$ cat src/rtl/adder_pipe_pkg.sv
// Shared types and the golden add/subtract model for the adder_pipe block.
package adder_pipe_pkg;

   typedef enum logic {OP_ADD = 1'b0, OP_SUB = 1'b1} op_e;

   localparam int unsigned REF_MAX_W = 64;
   localparam logic [REF_MAX_W:0] REF_ONE = {{REF_MAX_W{1'b0}}, 1'b1};

   // Operands must be zero above bit width-1; result bit [width] is carry (ADD) or borrow (SUB).
   function automatic logic [REF_MAX_W:0] ref_result(input logic [REF_MAX_W-1:0] a,
                                                     input logic [REF_MAX_W-1:0] b,
                                                     input op_e                  op,
                                                     input int unsigned          width);
      logic [REF_MAX_W:0] low_mask;
      logic [REF_MAX_W:0] r;
      low_mask = (REF_ONE << width) - REF_ONE;
      if (op == OP_ADD) begin
         r = {1'b0, a} + {1'b0, b};
      end else begin
         r = ({1'b0, a} - {1'b0, b}) & low_mask;
         if (a < b) r = r | (REF_ONE << width);
      end
      return r;
   endfunction

endpackage

$ cat src/rtl/adder_pipe_if.sv
// Operand/result handshake bundle between producer, adder_pipe and consumer.
interface adder_pipe_if
   import adder_pipe_pkg::*;
#(
   parameter int unsigned WIDTH = 8
) ();
   logic             in_valid;
   logic             in_ready;
   logic [WIDTH-1:0] a;
   logic [WIDTH-1:0] b;
   op_e              op;
   logic             out_valid;
   logic             out_ready;
   logic [WIDTH:0]   y;

   modport master (output in_valid, a, b, op, out_ready,
                   input  in_ready, out_valid, y);
   modport slave  (input  in_valid, a, b, op, out_ready,
                   output in_ready, out_valid, y);
endinterface

$ cat src/rtl/adder_pipe_slice.sv
// Combinational SW-bit ripple slice with carry in/out; one per pipeline stage.
module adder_slice #(
   parameter int unsigned SW = 4
) (
   input  logic [SW-1:0] a_i,
   input  logic [SW-1:0] b_i,
   input  logic          c_i,
   output logic [SW-1:0] s_o,
   output logic          c_o
);
   always_comb begin
      {c_o, s_o} = {1'b0, a_i} + {1'b0, b_i} + {{SW{1'b0}}, c_i};
   end
endmodule

$ cat src/rtl/adder_pipe.sv
// Pipelined add/subtract: carry chain split into STAGES registered slices, valid/ready flow control.
module adder_pipe
   import adder_pipe_pkg::*;
#(
   parameter int unsigned WIDTH  = 8,
   parameter int unsigned STAGES = 2
) (
   input logic        clk,
   input logic        rst_n,
   adder_pipe_if.slave bus
);
   localparam int unsigned SW = WIDTH / STAGES;

   logic             in_valid_w, out_ready_w, op_w, out_valid_w, adv, accept;
   logic [WIDTH-1:0] a_w, b_w, b_cap;
   logic [WIDTH:0]   y_w;

   logic [STAGES-1:0]            vld_q, vld_d, op_q, op_d, cy_q, cy_d;
   logic [STAGES-1:0][WIDTH-1:0] sum_q, sum_d, a_q, a_d, b_q, b_d;

   logic [STAGES-1:0][SW-1:0] sl_a, sl_b, sl_s;
   logic [STAGES-1:0]         sl_c, sl_co;

   assign in_valid_w  = bus.in_valid;
   assign out_ready_w = bus.out_ready;
   assign a_w         = bus.a;
   assign b_w         = bus.b;
   assign op_w        = (bus.op == OP_SUB);
   assign b_cap       = op_w ? ~b_w : b_w;

   assign out_valid_w = vld_q[STAGES-1];
   assign y_w         = {cy_q[STAGES-1] ^ op_q[STAGES-1], sum_q[STAGES-1]};
   assign adv         = !out_valid_w || out_ready_w;
   assign accept      = in_valid_w && adv;

   assign bus.in_ready  = adv;
   assign bus.out_valid = out_valid_w;
   assign bus.y         = y_w;

   // Stage 0 adds straight from the inputs; stage k adds slice k of the operands carried by stage k-1.
   always_comb begin
      sl_a    = '0;
      sl_b    = '0;
      sl_c    = '0;
      sl_a[0] = a_w[SW-1:0];
      sl_b[0] = b_cap[SW-1:0];
      sl_c[0] = op_w;
      for (int unsigned k = 1; k < STAGES; k++) begin
         sl_a[k] = a_q[k-1][k*SW +: SW];
         sl_b[k] = b_q[k-1][k*SW +: SW];
         sl_c[k] = cy_q[k-1];
      end
   end

   for (genvar k = 0; k < STAGES; k++) begin : g_slice
      adder_slice #(.SW(SW)) u_slice (
         .a_i (sl_a[k]),
         .b_i (sl_b[k]),
         .c_i (sl_c[k]),
         .s_o (sl_s[k]),
         .c_o (sl_co[k])
      );
   end

   always_comb begin
      vld_d = vld_q;
      op_d  = op_q;
      cy_d  = cy_q;
      sum_d = sum_q;
      a_d   = a_q;
      b_d   = b_q;
      if (adv) begin
         vld_d[0]          = accept;
         op_d[0]           = op_w;
         a_d[0]            = a_w;
         b_d[0]            = b_cap;
         sum_d[0]          = '0;
         sum_d[0][SW-1:0]  = sl_s[0];
         cy_d[0]           = sl_co[0];
         for (int unsigned k = 1; k < STAGES; k++) begin
            vld_d[k]             = vld_q[k-1];
            op_d[k]              = op_q[k-1];
            a_d[k]               = a_q[k-1];
            b_d[k]               = b_q[k-1];
            sum_d[k]             = sum_q[k-1];
            sum_d[k][k*SW +: SW] = sl_s[k];
            cy_d[k]              = sl_co[k];
         end
      end
   end

   always_ff @(posedge clk) begin
      if (!rst_n) begin
         vld_q <= '0;
         op_q  <= '0;
         cy_q  <= '0;
         sum_q <= '0;
         a_q   <= '0;
         b_q   <= '0;
      end else begin
         vld_q <= vld_d;
         op_q  <= op_d;
         cy_q  <= cy_d;
         sum_q <= sum_d;
         a_q   <= a_d;
         b_q   <= b_d;
      end
   end

   // Already-consumed low slices and the last stage's operand copy are never read again.
   logic unused_operands;
   assign unused_operands = ^{a_q, b_q};
endmodule

$ cat src/flat_wrapper.sv
// flat-port wrapper written by rule: the top's interface ports become plain ports
module adder_pipe_flat import adder_pipe_pkg::*;
#(
   parameter int unsigned WIDTH  = 8,
   parameter int unsigned STAGES = 2
)
  (clk, rst_n, bus_in_valid, bus_a, bus_b, bus_op, bus_out_ready, bus_in_ready, bus_out_valid, bus_y);
  adder_pipe_if #(.WIDTH(WIDTH)) bus_i ();
  input logic clk;
  input logic rst_n;
  input wire logic [$bits(bus_i.in_valid)-1:0] bus_in_valid;
  input wire logic [$bits(bus_i.a)-1:0] bus_a;
  input wire logic [$bits(bus_i.b)-1:0] bus_b;
  input wire logic [$bits(bus_i.op)-1:0] bus_op;
  input wire logic [$bits(bus_i.out_ready)-1:0] bus_out_ready;
  output wire logic [$bits(bus_i.in_ready)-1:0] bus_in_ready;
  output wire logic [$bits(bus_i.out_valid)-1:0] bus_out_valid;
  output wire logic [$bits(bus_i.y)-1:0] bus_y;
  assign bus_i.in_valid = bus_in_valid;
  assign bus_i.a = bus_a;
  assign bus_i.b = bus_b;
  assign bus_i.op = bus_op;
  assign bus_i.out_ready = bus_out_ready;
  assign bus_in_ready = bus_i.in_ready;
  assign bus_out_valid = bus_i.out_valid;
  assign bus_y = bus_i.y;
  adder_pipe #(.WIDTH(WIDTH), .STAGES(STAGES)) u_core (.clk(clk), .rst_n(rst_n), .bus(bus_i));
endmodule
$ cat config.mk
export PLATFORM = sky130hd
export DESIGN_NAME = adder_pipe_flat
export DESIGN_NICKNAME = d
export VERILOG_FILES = /design/src/rtl/adder_pipe_pkg.sv /design/src/rtl/adder_pipe_if.sv /design/src/rtl/adder_pipe_slice.sv /design/src/rtl/adder_pipe.sv /design/src/flat_wrapper.sv
export SDC_FILE = /design/constraint.sdc
export NUM_CORES = 1
export LEC_CHECK = 0
export CORE_ASPECT_RATIO = 0.9
export CORE_MARGIN = 2
export CORE_UTILIZATION = 49
export CTS_CLUSTER_DIAMETER = 120
export CTS_CLUSTER_SIZE = 30
export DETAILED_ROUTE_END_ITERATION = 7
export PLACE_DENSITY_LB_ADDON = 0.15
export SLEW_MARGIN = 0
export SYNTH_ARGS = -nofsm -noshare
export SYNTH_HDL_FRONTEND = slang
export SYNTH_HIERARCHICAL = 1
export SYNTH_SLANG_ARGS = --single-unit
export TNS_END_PERCENT = 100
$ cat constraint.sdc
create_clock -name clk -period 2.6 [get_ports clk]
set_input_delay 0.52 -clock clk [delete_from_list [all_inputs] [get_ports clk]]
set_output_delay 0.52 -clock clk [all_outputs]
set_load 0.1 [all_outputs]
Word level (Yosys, flattened, before mapping)
Cells that the tools add are included.
Word-level totals
  bits in registers: 34
  logic and storage cells: 17
Operators by class
  bitwise gates (word level): 2
  add/sub/neg operators: 4
  reductions and logical operators: 3
  mux-type cells: 1
Operators with widths (count)
  $add A4 B4 Y5: 2
  $add A5 B1 Y5: 2
  $mux W8: 1
  $not A8 Y8: 1
  $logic_and A1 B1 Y1: 1
  $logic_not A1 Y1: 1
  $logic_or A1 B1 Y1: 1
  $xor A1 B1 Y1: 1

Depth between registers and ports, before layout
Gate-level depths: netlist (run 1).
  depth in word-level cells: 4
  gate-level depth with buffers: 10
  mapped depth without buffers: 9

Hierarchy
Netlist (run 1), hierarchy kept.
By module, submodules not included
  adder_pipe: area an instance 1108.6 µm², instances 1, cells each 125
  adder_slice: area an instance 143.9 µm², instances 2, cells each 16

Worst setup path after synthesis (run 1)
OpenSTA, ideal clock, no wires.
  kind: register to output
  start point: reg u_core.cy_q[1]
  end point: out bus_y[8]
  cell stages (with the launch flop): 2
  setup slack: 0.324 ns
  arrival time: 1.756 ns
  required time: 2.080 ns
  cell sequence: dfxtp_1 -> xor2_1
On the way
  cells in the longest elaborated chain, start to end: 1
Ends and longest elaborated chain
  start, declared: line adder_pipe.sv:18  | logic [STAGES-1:0] vld_q, vld_d, op_q, op_d, cy_q, cy_d;
  start signal, assigned: line adder_pipe.sv:103  | cy_q <= cy_d;
  $xor A1 B1 Y1: line adder_pipe.sv:32  | assign y_w = {cy_q[STAGES-1] ^ op_q[STAGES-1], sum_q[STAGES-1]};
  end, declared: line flat_wrapper.sv:18  | output wire logic [$bits(bus_i.y)-1:0] bus_y;
Every way passes these cells.

Worst setup path in the final report (run 1)
  start point: in bus_op
  end point: reg u_core.cy_q[0]
On the way
  cells in the longest elaborated chain, start to end: 3
Ends and longest elaborated chain
  start, declared: line flat_wrapper.sv:14  | input wire logic [$bits(bus_i.op)-1:0] bus_op;
  $mux W8: line adder_pipe.sv:29  | assign b_cap = op_w ? ~b_w : b_w;
  net u_core.b_cap[1]: line adder_pipe.sv:15  | logic [WIDTH-1:0] a_w, b_w, b_cap;
  $add A4 B4 Y5: line adder_pipe_slice.sv:12  | {c_o, s_o} = {1'b0, a_i} + {1'b0, b_i} + {{SW{1'b0}}, c_i};
  $add A5 B1 Y5: line adder_pipe_slice.sv:12
  net u_core.sl_co[0]: line adder_pipe.sv:22  | logic [STAGES-1:0] sl_c, sl_co;
The timed path passes the listed nets, and every way through them passes these cells.
A chain may end at the register's enable or synchronous reset.

==> out/metrics.yaml, run 1 <==
outcome: "finished clean"
tightestPinTransition_ns: 0.752
setup_slack_ns: 0.392
antenna_found_initial: 0
die_area_um2: 3290
core_um2: 2730
ys_top_cells_by_area: "dfxtp_1 37%, nand2_1 11%, a21boi_1 9.7%, buf_4 7.0%, fa_1 5.7%"
die_w_um: 60.3
fin_crit_ns: 2.21
period_share_pct: 84.9
end_kind: "flip-flop"
dpl.hpwl_mm: 1.76
fmax_mhz: 453
use_met3_pct: 3.07
rows: 18
cts_max_level: 1
worstSetupPathType: "primary input to flip-flop"
grt_max_degree: 30
drc_errors: 0
io_pins: 32
critPathMaxStageDelay_ns: 0.49
cts_root_buf: "clkbuf_4"
wl_per_cell_um: 11.0
fin_setup_tns_ns: 0
dieHeight_um: 54.6
skew_ns: 0.00465
clock_latency_ns: 0.32
grt_util_met1_pct: 20.8
grt_pass1_vias: 952
numPortBuffers: 31
postRouteWirelength_mm: 2.42
synth_seq_area_share_pct: 37.3
grt_overflow: 0
area_growth_pct: 20.5
synth_compound_area_share_pct: 18.5
ys_ff_latch: 26
grt_usage_pct: 17.2
cts_sinks: 26
crit_fanout: 9
post_cts_buffers: 0
p_leak_nw: 0.736
cap_violations: 0
p_per_area_nw_per_um2: 605
layout-drive-gt1-share_pct: 14.0
cts_buffer_depth: 2
via_per_inst: 4.62
postCtsHoldBufs: 0
vias: 1012
syn_inst: 157
dp_slack_ns: 0.0520
cts_tree: "done"
start_kind: "primary input"
clk_pin_slew_ns: 0.13
cp_slowest_cell: "clkdlybuf4s50_1"
finalHoldViolCount: 0
synthAdderAreaFrac_pct: 11.1
yosys-mux-area-fraction_pct: 0
yosysUniqueCellTypes: 23
cp.required_ns: 2.86
syn_area_per_cell_um2: 8.89
synth_top_area_share_pct: 37.3
firstDrtPassIters: 4
finalSetupViolations: 0
slew-limit-headroom_pct: 49.7
yosysTopAreaCell: "dfxtp_1"
start_util_pct: 51.2
gp_congestion: 0.768
synthXorXnorAreaFrac_pct: 8.15
crit_buf_inv: 3
multi_input_area_um2: 724
synth-simple-area-share_pct: 14.1
cts.repair.resized: 0
nets: 211
diodes: 0
drtAntennaViolNets: 0
slew_viol_final: 0
netlist_area_um2: 1400
worstPathCellList: "clkdlybuf4s50_1, buf_4, xor2_1, inv_1, fa_1, nor2b_1, o21ai_0, nand2b_1, nand2_1, a21boi_1"
ys_warn_count: 6
nFillCells: 249
peakVddDrop_v: 0.000264
area.sequential_um2: 520
synth_top_family_by_area: "compound AO/OA/AOI/OAI gates"
critPathTopFamily: "buffers and inverters"
hp-class: "flip-flop to flip-flop"
top_usage_layer: "met2"
grt_util_met2_pct: 29.9
synth_nets: 188
cp.arrival_ns: 2.47
grt_pass1_wl_mm: 4.09
numCtsBuffers: 3
rsz0062_at_grt: "false"
drt-initial-drc-count: 19
## logic make-up (layout without fill, tap and decap cells)
kind of cell | after synthesis | after routing
flops | 26 | 26
compound gates | 36 | 36
xor+xnor | 13 | 13
buf+inv | 25 | 47
simple gates | 47 | 47
fa+ha+maj | 10 | 10
## per-stage QoR
stage	area (um2)	total power [mW]	hold slack [ns]	std cells	utilization (%)
finish	1680	1.02	0.458	219	61.8
global route	1680	1.08	0.486	219	61.8
CTS	1680	1.03	0.464	219	61.8
detailed placement	1650	0.823	0.445	215	60.4
global placement	1650	0.814	0.437	215	60.4
floorplan	1400	0.753	0.431	157	-
## cell usage in the layout, fill, tap and decap left out, types with 2 or more instances in the layout
master / count
dfxtp_1: 26
nand2b_1: 2
nor2b_1: 2
inv_1: 8
xnor2_1: 8
xor2_1: 5
buf_4: 13
o21ai_1: 4
a21o_1: 2
a21boi_2: 3
ha_1: 6
nand2_1: 42
a21oi_1: 4
clkbuf_4: 3
o21ai_0: 2
a21boi_1: 18
a21oi_2: 2
fa_1: 4
clkdlybuf4s50_1: 20
## state kept, by name, indices dropped and copies added, names as in the netlist
register / count
u_core/bus.y: 8
u_core/a_q: 4
u_core/b_q: 4
u_core/sum_q: 4
u_core/cy_q: 2
u_core/op_q: 2
u_core/vld_q: 2
## final timing paths
path	startpoint	to	slack [ns]	cells past startpoint
hold reg to reg	u_core/bus.y[5]	u_core/bus.y[5]	0.46	2
setup reg to reg	u_core/a_q[4]	u_core/bus.y[5]	1.01	6
setup / recovery	bus_op	u_core/cy_q[0]	0.39	10
hold / removal	u_core/bus.y[5]	u_core/bus.y[5]	0.46	2
## power by group
group	switching, mW	internal [mW]	total (mW)	leakage, nW
Sequential	0.0222	0.439	0.462	0.215
Combinational	0.226	0.127	0.353	0.500
Clock	0.118	0.0857	0.203	0.0210
Total	0.366	0.652	1.02	0.736
## layout make-up
cell class	instances	area share, %
clock buffer	4	2.16
sequential	26	30.9
tap	40	2.97
timing repair buffer	34	18.9
multi-input combinational	106	43.0
inverter	9	2.01
## worst register-to-register path: stages (launching register included)
cell and delay (ns):
dfxtp_1 0.35, fa_1 0.44, inv_1 0.09, fa_1 0.41, inv_1 0.06, nand2_1 0.05, a21boi_1 0.13
## per-layer routing
layer,vias to the layer above,share of wire [%]
met5,-,0
met4,0,2.1
met3,5,4.8
met2,27,44
met1,445,49
li1,535,-
## cells in the mapped netlist
| master | n |
|---|---|
| buf_2 | 1 |
| ha_1 | 6 |
| fa_1 | 4 |
| a21boi_2 | 3 |
| a21o_1 | 2 |
| dfxtp_1 | 26 |
| inv_2 | 1 |
| o21ai_1 | 4 |
| a21oi_2 | 2 |
| nor2b_4 | 1 |
| nand2b_1 | 2 |
| xor2_1 | 5 |
| buf_4 | 13 |
| a21oi_1 | 4 |
| a21boi_1 | 18 |
| buf_6 | 1 |
| inv_1 | 8 |
| nor2b_1 | 2 |
| nand2_1 | 42 |
| clkbuf_1 | 1 |
| o21ai_0 | 2 |
| xnor2_1 | 8 |
| o21a_1 | 1 |
(Power assumes the default switching activity.)
==> inputs of run 2 (changes only) <==
--- a/config.mk
+++ b/config.mk
@@ -7,7 +7,7 @@
 export LEC_CHECK = 0
 export CORE_ASPECT_RATIO = 0.9
 export CORE_MARGIN = 2
-export CORE_UTILIZATION = 49
+export CORE_UTILIZATION = 44
 export CTS_CLUSTER_DIAMETER = 120
 export CTS_CLUSTER_SIZE = 30
 export DETAILED_ROUTE_END_ITERATION = 7
==> constraint.sdc (replaced) <==
create_clock -name clk -period 1.9 [get_ports clk]
set_input_delay 0.38 -clock clk [delete_from_list [all_inputs] [get_ports clk]]
set_output_delay 0.38 -clock clk [all_outputs]
set_load 0.1 [all_outputs]
==> run 2 against run 1 <==
  * Via count up 2.1%
  * Wire length grew 3.4%
  * Die area is 11% higher
  * Final area increased by 7.0%
  * Combinational power up 43%
  * Clock skew rose by 0.0026 ns
  * Global-route usage down 2.6 points
  * Critical endpoint unchanged
  * Highest routed layer unchanged
==> out/metrics.yaml, run 2 (synthesis gave the netlist of run 1 again) <==
skew_ns: 0.00727  # +0.00262 ns
p_per_area_nw_per_um2: 839  # +39%
area_growth_pct: 28.9
wl_per_cell_um: 11.1  # +0.60%
peakVddDrop_v: 0.000314  # +19%
grt_max_degree: 27  # -10%
vias: 1033  # +2.1%
grt_util_met1_pct: 17.6  # -3.2 points
cp.arrival_ns: 2.03  # -0.44 ns
stdcell_area_um2: 1800  # +7.0%
nets: 215  # +1.9%
cp.required_ns: 2.16  # -0.70 ns
area.sequential_um2: 520  # unchanged
drtAntennaViolNets: 0  # unchanged
drt-initial-drc-count: 19  # unchanged
multi_input_area_um2: 776  # +7.1%
cap_violations: 0  # unchanged
hold-worst-slack_ns: 0.460  # +0.00232 ns
io_pins: 32  # unchanged
cts_buffer_depth: 2  # unchanged
grt_overflow: 0  # unchanged
numCtsBuffers: 3  # unchanged
core_um2: 3040  # +12%
grt_util_met2_pct: 26.2  # -3.7 points
most-common-layout-cells: "42 x nand2_1, 26 x dfxtp_1, 18 x clkdlybuf4s50_1"
finalSetupViolations: 0  # unchanged
fmax_mhz: 567
numPortBuffers: 31  # unchanged
rows: 19  # +1
clock_latency_ns: 0.31  # about the same
die_area_um2: 3640  # +11%
dpl.hpwl_mm: 1.87  # +6.2%
p_leak_nw: 0.786  # +6.7%
fin_setup_tns_ns: 0  # unchanged
final_common_cell: "nand2_1"
largest_reg_flops: 8  # unchanged
via_per_inst: 4.59  # -0.65%
cts_tree: "done"
grt_pass1_vias: 1032  # +8.4%
period_share_pct: 92.9
end_kind: "flip-flop"
grt_pass1_wl_mm: 4.29  # +4.9%
grt_usage_pct: 14.6  # -2.6 points
hp-class: "flip-flop to flip-flop"
cts_sinks: 26  # unchanged
cts_max_level: 1  # unchanged
dieHeight_um: 57.4  # +5.1%
antenna_found_initial: 0  # unchanged
top_usage_layer: "met2"
postRouteWirelength_mm: 2.50  # +3.4%
outcome: "finished clean"
die_w_um: 63.4  # +5.2%
layout-drive-gt1-share_pct: 20.2  # +6.3 points
gp_congestion: 0.772  # +0.63%
postCtsHoldBufs: 0  # unchanged
firstDrtPassIters: 4  # unchanged
use_met3_pct: 2.17  # -0.90 points
cts_root_buf: "clkbuf_4"
dp_slack_ns: -0.399  # -0.451 ns
slew-limit-headroom_pct: 81.6  # +32 points
slew_viol_final: 0  # unchanged
diodes: 0  # unchanged
clk_pin_slew_ns: 0.14  # about the same
post_cts_buffers: 0  # unchanged
fin_crit_ns: 1.76
rsz0062_at_grt: "false"
tightestPinTransition_ns: 0.279  # -0.473 ns
drc_errors: 0  # unchanged
postPlaceCellArea_um2: 1700  # +3.2%
nFillCells: 315  # +27%
setup_slack_ns: 0.135  # -0.257 ns
finalHoldViolCount: 0  # unchanged
start_kind: "primary input"
worstSetupPathType: "primary input to flip-flop"
start_util_pct: 45.9  # -5.4 points
final_core_util_pct: 59.2  # -2.6 points
crit_fanout: 2  # -7
[run 2: cell type report]
cell class	instances	area share [%]
flip-flops and latches	26	28.9
well taps	42	2.92
clock inverters	1	1.67
inverters	9	1.88
repair buffers	38	20.3
clock buffers	3	1.25
multi-input cells	106	43.1
[run 2: through the flow]
step	instances	total power, mW
final	225	1.51
after global routing	225	1.59
after CTS	225	1.52
after detailed placement	221	1.14
after global placement	221	1.13
after floorplan	157	1.03
[run 2: path summary, 6_finish.rpt]
| kind | slack (ns) | depth (start not counted) | end | from |
|---|---|---|---|---|
| hold reg to reg | 0.46 | 2 | u_core/sum_q[1] | u_core/sum_q[1] |
| setup reg to reg | 0.30 | 8 | u_core/cy_q[1] | u_core/b_q[4] |
| hold / removal | 0.46 | 2 | u_core/sum_q[1] | u_core/sum_q[1] |
| setup / recovery | 0.14 | 9 | u_core/cy_q[0] | bus_a[0] |
[run 2: layer usage]
layer  vias up  share of wire, %  wire length, um
li1        540                 -                -
met1       467                44             1110
met2        24                50             1240
met3         2               4.7              117
met4         0               1.0               25
met5         -                 0                0
[run 2: worst max-delay path, stage by stage]
cell	delay [ns]
clkdlybuf4s50_1	0.49
fa_2	0.23
inv_1	0.06
fa_2	0.38
nor2b_1	0.14
o21ai_0	0.09
nand2b_1	0.07
nand2_1	0.06
a21boi_2	0.12
[run 2: repair_timing]
action / in CTS / in global routing
resized for setup: 3 / 6
pin swaps: 2 / 5
hold endpoints to repair: 0 / 0
endpoints found under the setup margin: 1 / 4
[run 2: power breakdown]
group	switching, mW	internal [mW]
sequential	0.0318	0.601
clock	0.158	0.213
combinational	0.314	0.193
total	0.503	1.01
